[config.mk]
export PLATFORM = sky130hd
export DESIGN_NAME = mem_stage
export DESIGN_NICKNAME = d
export VERILOG_FILES = /design/src/rtl/riscv_pkg.sv /design/src/rtl/load_align.sv /design/src/rtl/mem_stage.sv
export SDC_FILE = /design/constraint.sdc
export NUM_CORES = 1
export LEC_CHECK = 0
export ABC_AREA = 1
export ABC_CLOCK_PERIOD_IN_PS = 8400
export BUFFER_PORTS_ARGS = -buffer_cell sky130_fd_sc_hd__buf_4
export CAP_MARGIN = 20
export CELL_PAD_IN_SITES_DETAIL_PLACEMENT = 1
export CELL_PAD_IN_SITES_GLOBAL_PLACEMENT = 2
export CORE_MARGIN = 2
export CORE_UTILIZATION = 30
export DETAILED_ROUTE_END_ITERATION = 8
export PLACE_DENSITY_LB_ADDON = 0.12
export SLEW_MARGIN = 20
export SYNTH_ARGS = -nofsm -noshare
export SYNTH_HDL_FRONTEND = slang
export SYNTH_HIERARCHICAL = 1
export SYNTH_SLANG_ARGS = --single-unit
[constraint.sdc]
create_clock -name clk -period 8.4 [get_ports clk]
set_clock_uncertainty 0.05 [all_clocks]
set_input_delay 0.84 -clock clk [delete_from_list [all_inputs] [get_ports clk]]
set_output_delay 0.84 -clock clk [all_outputs]
set_load 0.05 [all_outputs]
[src/rtl/riscv_pkg.sv]
// Shared RV32 load/store funct3 encodings, memory-stage FSM state and
// byte-lane helpers used by the memory stage.
package riscv_pkg;

    typedef enum logic [2:0] {
        F3_LB  = 3'b000,
        F3_LH  = 3'b001,
        F3_LW  = 3'b010,
        F3_LBU = 3'b100,
        F3_LHU = 3'b101
    } load_f3_t;

    typedef enum logic [2:0] {
        F3_SB = 3'b000,
        F3_SH = 3'b001,
        F3_SW = 3'b010
    } store_f3_t;

    typedef enum logic {
        ST_IDLE = 1'b0,
        ST_WAIT = 1'b1
    } mem_state_t;

    function automatic logic [3:0] store_be(input logic [2:0] f3, input logic [1:0] addr_lo);
        logic [3:0] be;
        case (f3)
            F3_SB:   be = 4'b0001 << addr_lo;
            F3_SH:   be = addr_lo[1] ? 4'b1100 : 4'b0011;
            default: be = 4'b1111;
        endcase
        return be;
    endfunction

    // Narrow stores replicate their data so every enabled lane sees it.
    function automatic logic [31:0] store_wdata(input logic [2:0] f3, input logic [31:0] data);
        logic [31:0] wd;
        case (f3)
            F3_SB:   wd = {4{data[7:0]}};
            F3_SH:   wd = {2{data[15:0]}};
            default: wd = data;
        endcase
        return wd;
    endfunction

    // Load and store share funct3 codes for size, so one check covers both.
    function automatic logic is_misaligned(input logic [2:0] f3, input logic [1:0] addr_lo);
        logic mis;
        case (f3)
            F3_LH, F3_LHU: mis = addr_lo[0];
            F3_LW:         mis = (addr_lo != 2'b00);
            default:       mis = 1'b0;
        endcase
        return mis;
    endfunction

endpackage

[src/rtl/load_align.sv]
// Load data alignment: selects the addressed byte/halfword lane of the bus
// word and sign- or zero-extends it according to funct3.
module load_align
    import riscv_pkg::*;
(
    input  logic [31:0] rdata,
    input  logic [1:0]  addr_lo,
    input  logic [2:0]  funct3,
    output logic [31:0] data
);

    logic [7:0]  byte_s;
    logic [15:0] half_s;

    // Byte lane select.
    always_comb begin
        byte_s = 8'h00;
        case (addr_lo)
            2'b00:   byte_s = rdata[7:0];
            2'b01:   byte_s = rdata[15:8];
            2'b10:   byte_s = rdata[23:16];
            2'b11:   byte_s = rdata[31:24];
            default: byte_s = 8'h00;
        endcase
    end

    // Halfword lane select; addr_lo[0] is ignored for halfwords.
    always_comb begin
        if (addr_lo[1]) begin
            half_s = rdata[31:16];
        end else begin
            half_s = rdata[15:0];
        end
    end

    // Extension by load type.
    always_comb begin
        data = rdata;
        case (funct3)
            F3_LB:   data = {{24{byte_s[7]}}, byte_s};
            F3_LBU:  data = {24'h000000, byte_s};
            F3_LH:   data = {{16{half_s[15]}}, half_s};
            F3_LHU:  data = {16'h0000, half_s};
            default: data = rdata;
        endcase
    end

endmodule

[src/rtl/mem_stage.sv]
// Memory stage: runs the data-bus handshake for loads/stores and registers the writeback bundle.
// Optional macro MEM_MISALIGN_TRAP_EN traps misaligned halfword/word accesses instead of aligning them.
module mem_stage
    import riscv_pkg::*;
#(
    parameter int MAX_WAIT = 16
) (
    input  logic        clk,
    input  logic        rst,
    input  logic [31:0] ex_alu_result,
    input  logic [31:0] ex_rs2_data,
    input  logic [31:0] ex_mem_instruction,
    input  logic [4:0]  ex_rd,
    input  logic        ex_reg_write,
    input  logic        ex_mem_read,
    input  logic        ex_mem_write,
    input  logic        ex_mem_reg,
    output logic        dmem_req,
    output logic        dmem_we,
    output logic [31:0] dmem_addr,
    output logic [31:0] dmem_wdata,
    output logic [3:0]  dmem_be,
    input  logic [31:0] dmem_rdata,
    input  logic        dmem_ack,
    output logic        mem_stall,
    output logic [31:0] wb_alu_result,
    output logic [31:0] wb_load_data,
    output logic [31:0] wb_instruction,
    output logic [4:0]  wb_rd,
    output logic        wb_valid,
    output logic        wb_reg_write,
    output logic        wb_mem_reg,
    output logic        wb_bus_err
);

    localparam int            CW        = $clog2(MAX_WAIT + 1);
    localparam logic [CW-1:0] LAST_WAIT = CW'(MAX_WAIT - 1);

    mem_state_t    state_r;
    mem_state_t    state_nxt_s;
    logic [CW-1:0] wait_cnt_r;
    logic [CW-1:0] wait_cnt_nxt_s;

    logic [2:0]  ex_funct3_s;
    logic        mem_op_s;
    logic        misalign_s;
    logic        bus_op_s;
    logic        launch_s;
    logic        fire_s;
    logic        fire_err_s;
    logic        fire_bus_s;
    logic [31:0] load_data_s;

    logic [31:0] lat_addr_r;
    logic [31:0] lat_instr_r;
    logic [4:0]  lat_rd_r;
    logic        lat_read_r;
    logic        lat_reg_write_r;
    logic        lat_mem_reg_r;

    assign ex_funct3_s = ex_mem_instruction[14:12];
    assign mem_op_s    = ex_mem_read | ex_mem_write;

`ifdef MEM_MISALIGN_TRAP_EN
    assign misalign_s = mem_op_s & is_misaligned(ex_funct3_s, ex_alu_result[1:0]);
`else
    assign misalign_s = 1'b0;
`endif

    // A trapped access never reaches the bus, so it neither stalls nor launches.
    assign bus_op_s  = mem_op_s & ~misalign_s;
    assign mem_stall = ~rst & (((state_r == ST_IDLE) & bus_op_s) |
                               ((state_r == ST_WAIT) & ~dmem_ack));

    load_align u_load_align (
        .rdata   (dmem_rdata),
        .addr_lo (lat_addr_r[1:0]),
        .funct3  (lat_instr_r[14:12]),
        .data    (load_data_s)
    );

    // Next-state and completion decode.
    always_comb begin
        state_nxt_s    = state_r;
        wait_cnt_nxt_s = wait_cnt_r;
        launch_s       = 1'b0;
        fire_s         = 1'b0;
        fire_err_s     = 1'b0;
        fire_bus_s     = 1'b0;
        case (state_r)
            ST_IDLE: begin
                if (bus_op_s) begin
                    launch_s       = 1'b1;
                    state_nxt_s    = ST_WAIT;
                    wait_cnt_nxt_s = {CW{1'b0}};
                end else begin
                    fire_s     = 1'b1;
                    fire_err_s = misalign_s;
                end
            end
            ST_WAIT: begin
                if (dmem_ack) begin
                    fire_s         = 1'b1;
                    fire_bus_s     = 1'b1;
                    state_nxt_s    = ST_IDLE;
                    wait_cnt_nxt_s = {CW{1'b0}};
                end else if (wait_cnt_r == LAST_WAIT) begin
                    fire_s         = 1'b1;
                    fire_bus_s     = 1'b1;
                    fire_err_s     = 1'b1;
                    state_nxt_s    = ST_IDLE;
                    wait_cnt_nxt_s = {CW{1'b0}};
                end else begin
                    wait_cnt_nxt_s = wait_cnt_r + CW'(1);
                end
            end
            default: begin
                state_nxt_s    = ST_IDLE;
                wait_cnt_nxt_s = {CW{1'b0}};
            end
        endcase
    end

    // FSM state and wait counter.
    always_ff @(posedge clk or posedge rst) begin
        if (rst) begin
            state_r    <= ST_IDLE;
            wait_cnt_r <= {CW{1'b0}};
        end else begin
            state_r    <= state_nxt_s;
            wait_cnt_r <= wait_cnt_nxt_s;
        end
    end

    // Capture the access at launch; upstream is frozen but this keeps WAIT self-contained.
    always_ff @(posedge clk or posedge rst) begin
        if (rst) begin
            lat_addr_r      <= 32'h0000_0000;
            lat_instr_r     <= 32'h0000_0000;
            lat_rd_r        <= 5'd0;
            lat_read_r      <= 1'b0;
            lat_reg_write_r <= 1'b0;
            lat_mem_reg_r   <= 1'b0;
        end else if (launch_s) begin
            lat_addr_r      <= ex_alu_result;
            lat_instr_r     <= ex_mem_instruction;
            lat_rd_r        <= ex_rd;
            lat_read_r      <= ex_mem_read & ~ex_mem_write;
            lat_reg_write_r <= ex_reg_write;
            lat_mem_reg_r   <= ex_mem_reg;
        end
    end

    // Data-bus request, held stable for the whole WAIT.
    always_ff @(posedge clk or posedge rst) begin
        if (rst) begin
            dmem_req   <= 1'b0;
            dmem_we    <= 1'b0;
            dmem_addr  <= 32'h0000_0000;
            dmem_wdata <= 32'h0000_0000;
            dmem_be    <= 4'b0000;
        end else if (launch_s) begin
            dmem_req   <= 1'b1;
            dmem_we    <= ex_mem_write;
            dmem_addr  <= {ex_alu_result[31:2], 2'b00};
            dmem_wdata <= ex_mem_write ? store_wdata(ex_funct3_s, ex_rs2_data) : 32'h0000_0000;
            dmem_be    <= ex_mem_write ? store_be(ex_funct3_s, ex_alu_result[1:0]) : 4'b1111;
        end else if (fire_bus_s) begin
            dmem_req   <= 1'b0;
            dmem_we    <= 1'b0;
            dmem_addr  <= 32'h0000_0000;
            dmem_wdata <= 32'h0000_0000;
            dmem_be    <= 4'b0000;
        end
    end

    // Writeback bundle; valid and bus_err are single-cycle strobes.
    always_ff @(posedge clk or posedge rst) begin
        if (rst) begin
            wb_valid       <= 1'b0;
            wb_bus_err     <= 1'b0;
            wb_alu_result  <= 32'h0000_0000;
            wb_load_data   <= 32'h0000_0000;
            wb_instruction <= 32'h0000_0000;
            wb_rd          <= 5'd0;
            wb_reg_write   <= 1'b0;
            wb_mem_reg     <= 1'b0;
        end else begin
            wb_valid   <= fire_s;
            wb_bus_err <= fire_err_s;
            if (fire_s && fire_bus_s) begin
                wb_alu_result  <= lat_addr_r;
                wb_instruction <= lat_instr_r;
                wb_rd          <= lat_rd_r;
                wb_mem_reg     <= lat_mem_reg_r;
                wb_reg_write   <= lat_reg_write_r & ~fire_err_s;
                wb_load_data   <= (lat_read_r && !fire_err_s) ? load_data_s : 32'h0000_0000;
            end else if (fire_s) begin
                wb_alu_result  <= ex_alu_result;
                wb_instruction <= ex_mem_instruction;
                wb_rd          <= ex_rd;
                wb_mem_reg     <= ex_mem_reg;
                wb_reg_write   <= ex_reg_write & ~fire_err_s;
                wb_load_data   <= 32'h0000_0000;
            end
        end
    end

endmodule

==> impl_metrics.csv <==
group,metric,value,unit
status,status,"complete, no violations",
worst_setup_path,start_kind,"flop",
die,fp.dieArea,0.0411,mm^2
routing,wl_per_cell,17.5,um
timing,setup_violations,0,
worst_setup_path,crit_fanout,74,
die,ioPinCount,316,
placement,dpl-instance-area,0.0144,mm^2
worst_setup_path,path_delay_family,"simple AND/OR/NAND/NOR gates",
global_routing,grt_antenna_before_repair,1,
global_routing,track_usage,19.5,%
run,maxCapViolCount,0,
die,initial_core_util,30.5,%
routing,drt_wl_total,40100,um
worst_setup_path,critPathKind,"reg2out",
routing,met3_wirelength,1520,um
timing,slew_headroom,27.2,%
cts,cts_setup_buffers,0,
final_layout,fill_cells,4760,
worst_setup_path,critPathMaxStageDelay,0.76,ns
synthesis,ys_warn_count,6,
timing,final_max_slew_viol_count,0,
global_routing,grt_max_degree,137,
pwr,power_frac_comb,45.6,%
die,die_height,203,um
worst_setup_path,r2r_end,"wb_alu_result[21]",
routing,wl_met2,19100,um
worst_setup_path,crit_chain,"inv_4 -> nand2_4 -> nand2_1 -> nor2_1 -> buf_4",
worst_setup_path,cp.buffers_inverters,2,
timing,rsz0062_at_grt,"false",
pwr,pwr-share-seq,32.5,%
global_routing,grt_pass1_wl,63500,um
placement,place_congestion,0.754,
routing,antenna_left,0,
routing,avgViaCountPerCell,4.61,
worst_setup_path,rr_worst_depth,10,
synthesis,netlist_instances,1477,
cts,cts_tree,"built",
pwr,p_int,3.17,mW
worst_setup_path,crit_arrival,2.71,ns
pwr,p_clk_share,21.9,%
cts,path_clk_slew,0.06,ns
synthesis,ys_seq_area_share,53.0,%
die,num_rows,72,
routing,via_count,10566,
cts,clock-sinks,251,
cts,htree_levels,1,
die,core,0.0388,mm^2
final_layout,area_growth,30.5,%
routing,drt-pass1-iter-count,4,
worst_setup_path,ff2ff_setup_slack,5.21,ns
timing,timing.final.crit_share,42.9,%
synthesis,netlist_area,0.0119,mm^2
cts,cts_buffer_depth,3,
pwr,p_leak,8.41,nW
worst_setup_path,r2r_start,"wait_cnt_r[0]",
synthesis,synth.distinct_cells,37,
pwr,p_per_area,385,mW/mm^2
global_routing,grt-ovfl-total,0,
die,die_width,203,um
worst_setup_path,cp.required,7.51,ns
placement,dp_cells,2232,
routing,first_iter_violations,369,
timing,finalHoldViolCount,0,
final_layout,drive_above_1_share,23.2,%
routing,drc,0,
placement,hpwl,26100,um
final_layout,fin_nets,1889,
pwr,switching_share,46.8,%
timing,fmax,278,MHz
routing,highest_layer,"met4",
cts,numCtsBuffers,31,
synthesis,synth-seq-cells,251,
pwr,power.switching,2.78,mW
routing,met1_length,18500,um
final_layout,final_cells,2290,
global_routing,grt_pass1_vias,11241,
timing,tightest_slew,1.09,ns
pwr,ir_drop,0.191,mV
worst_setup_path,end_kind,"output port",
cts,holdBufCountCts,0,
timing,period_needed,3.60,ns
final_layout,final_area,0.0155,mm^2
synthesis,syn_area_per_cell,8.02,um^2
placement,io_buffers,313,
worst_hold_path,min_path_type,"in2async",
cts,root_buffer,"clkbuf_16",
cts,cts_resized,0,
cts,insertion_delay,0.56,ns
worst_setup_path,cp_slowest_cell,"nand2_4",
timing,tns,0,ns
## power by group through the flow
stage / logic [mW] / clock network [mW] / registers [mW]
floorplan: 0.924 / 0 / 2.90
global placement: 2.71 / 0 / 1.95
detailed placement: 2.75 / 0 / 1.95
CTS: 2.76 / 1.35 / 1.94
global route: 2.95 / 1.39 / 1.99
finish: 2.71 / 1.31 / 1.93
## worst reg2reg max path: stages (launching register included)
cell     delay [ns]
dfrtp_1        0.39
ha_1           0.21
nand2_1        0.09
nor2_1         0.18
nand3_4        0.34
buf_16         0.35
nand2_2        0.63
buf_4          0.55
nand2_1        0.13
nand2_1        0.09
nand2_1        0.05
## cell type report
| type | count | area [um^2] | area share, % |
|---|---|---|---|
| timing repair buffer | 322 | 2440 | 15.8 |
| antenna | 1 | 2.50 | 0.0162 |
| multi-input combinational | 964 | 4400 | 28.4 |
| inverter | 178 | 693 | 4.48 |
| clock inverter | 10 | 50.0 | 0.324 |
| clock buffer | 46 | 952 | 6.16 |
| sequential | 251 | 6280 | 40.6 |
| tap | 518 | 648 | 4.19 |
## stage by stage
stage / utilization (%) / setup slack, ns / power (mW) / hold WS [ns]
floorplan: - / 0.610 / 3.82 / 0.437
global placement: 37.1 / 4.66 / 4.66 / 0.406
detailed placement: 37.1 / 4.54 / 4.70 / 0.412
CTS: 39.7 / 4.50 / 6.04 / 0.408
global route: 39.8 / 4.63 / 6.32 / 0.401
finish: 39.8 / 4.80 / 5.95 / 0.334
## cells in the final DEF, fill, tap and decap left out, types with 2 or more instances in the layout
cell,count
o22ai_1,16
o21bai_1,2
buf_4,321
a21oi_1,30
clkinv_2,10
nand2_1,625
nor2_4,3
nand4_1,2
clkbuf_1,3
nand2_4,7
conb_1,2
nand3_4,3
o211ai_1,70
nor2_1,28
clkbuf_16,31
clkbuf_8,12
nand3_1,34
inv_1,173
dfrtp_1,251
nand3_2,7
o21ai_0,119
nor2_2,2
nand2_2,4
## routing by layer
layer	vias to the layer above	GRT usage, %
met5	-	0
met3	46	3.00
met2	198	33.1
li1	5153	-
met1	5169	26.0
met4	0	4.74
## kinds of logic (layout without fill, tap and decap cells)
logic type	count (synthesis)	after routing	synth area share [%]
AND/OR/NAND/NOR	721	721	24.7
buffers and inverters	263	556	10.2
flip-flops	251	251	53.0
AO/OA/AOI/OAI	239	239	11.8
adder cells (fa/ha/maj)	1	1	0.106
other	1	3	0.0316
XOR/XNOR	1	1	0.0739
## Yosys cell counts
cell        n  share of area [%]
dfrtp_1   251                 53
buf_4      21                1.3
or2_1       1              0.053
nor2_2      3               0.16
nor3_2      1              0.084
nand3_1    34                1.4
o22ai_1    16               0.84
a32o_1      1              0.084
inv_4       1              0.053
clkinv_4    1              0.074
nand2_4     4               0.38
nor2_8      1               0.17
inv_2       1              0.032
a21oi_1    30                1.3
nor2_4      2               0.19
clkbuf_1   32                1.0
nand4_1     2               0.11
nand2_1   627                 20
o211ai_1   70                4.4
conb_1      1              0.032
buf_6      12                1.1
nand2_2     5               0.26
ha_1        1               0.11
o21ai_0   119                5.0
nor2_1     28               0.89
buf_12      1               0.17
buf_2      19               0.80
nand3_2     8               0.68
inv_1     174                5.5
inv_6       1              0.074
a21boi_0    1              0.063
o21bai_1    2               0.13
or2_2       1              0.053
or2_0       1              0.053
xor2_1      1              0.074
or2_4       1              0.074
nand3_4     2               0.30
## worst max path at each step
stage	start	endpoint	slack [ns]	cells after the start
global route	state_r	mem_stall	4.63	5
CTS	wait_cnt_r[0]	wb_alu_result[21]	4.50	9
floorplan	rst	dmem_addr[10]	0.61	1
detailed placement	wait_cnt_r[0]	wb_alu_result[21]	4.54	9
finish	state_r	mem_stall	4.80	5
global placement	wait_cnt_r[0]	wb_instruction[13]	4.66	9
No activity file was read; power rests on OpenSTA's default activity.
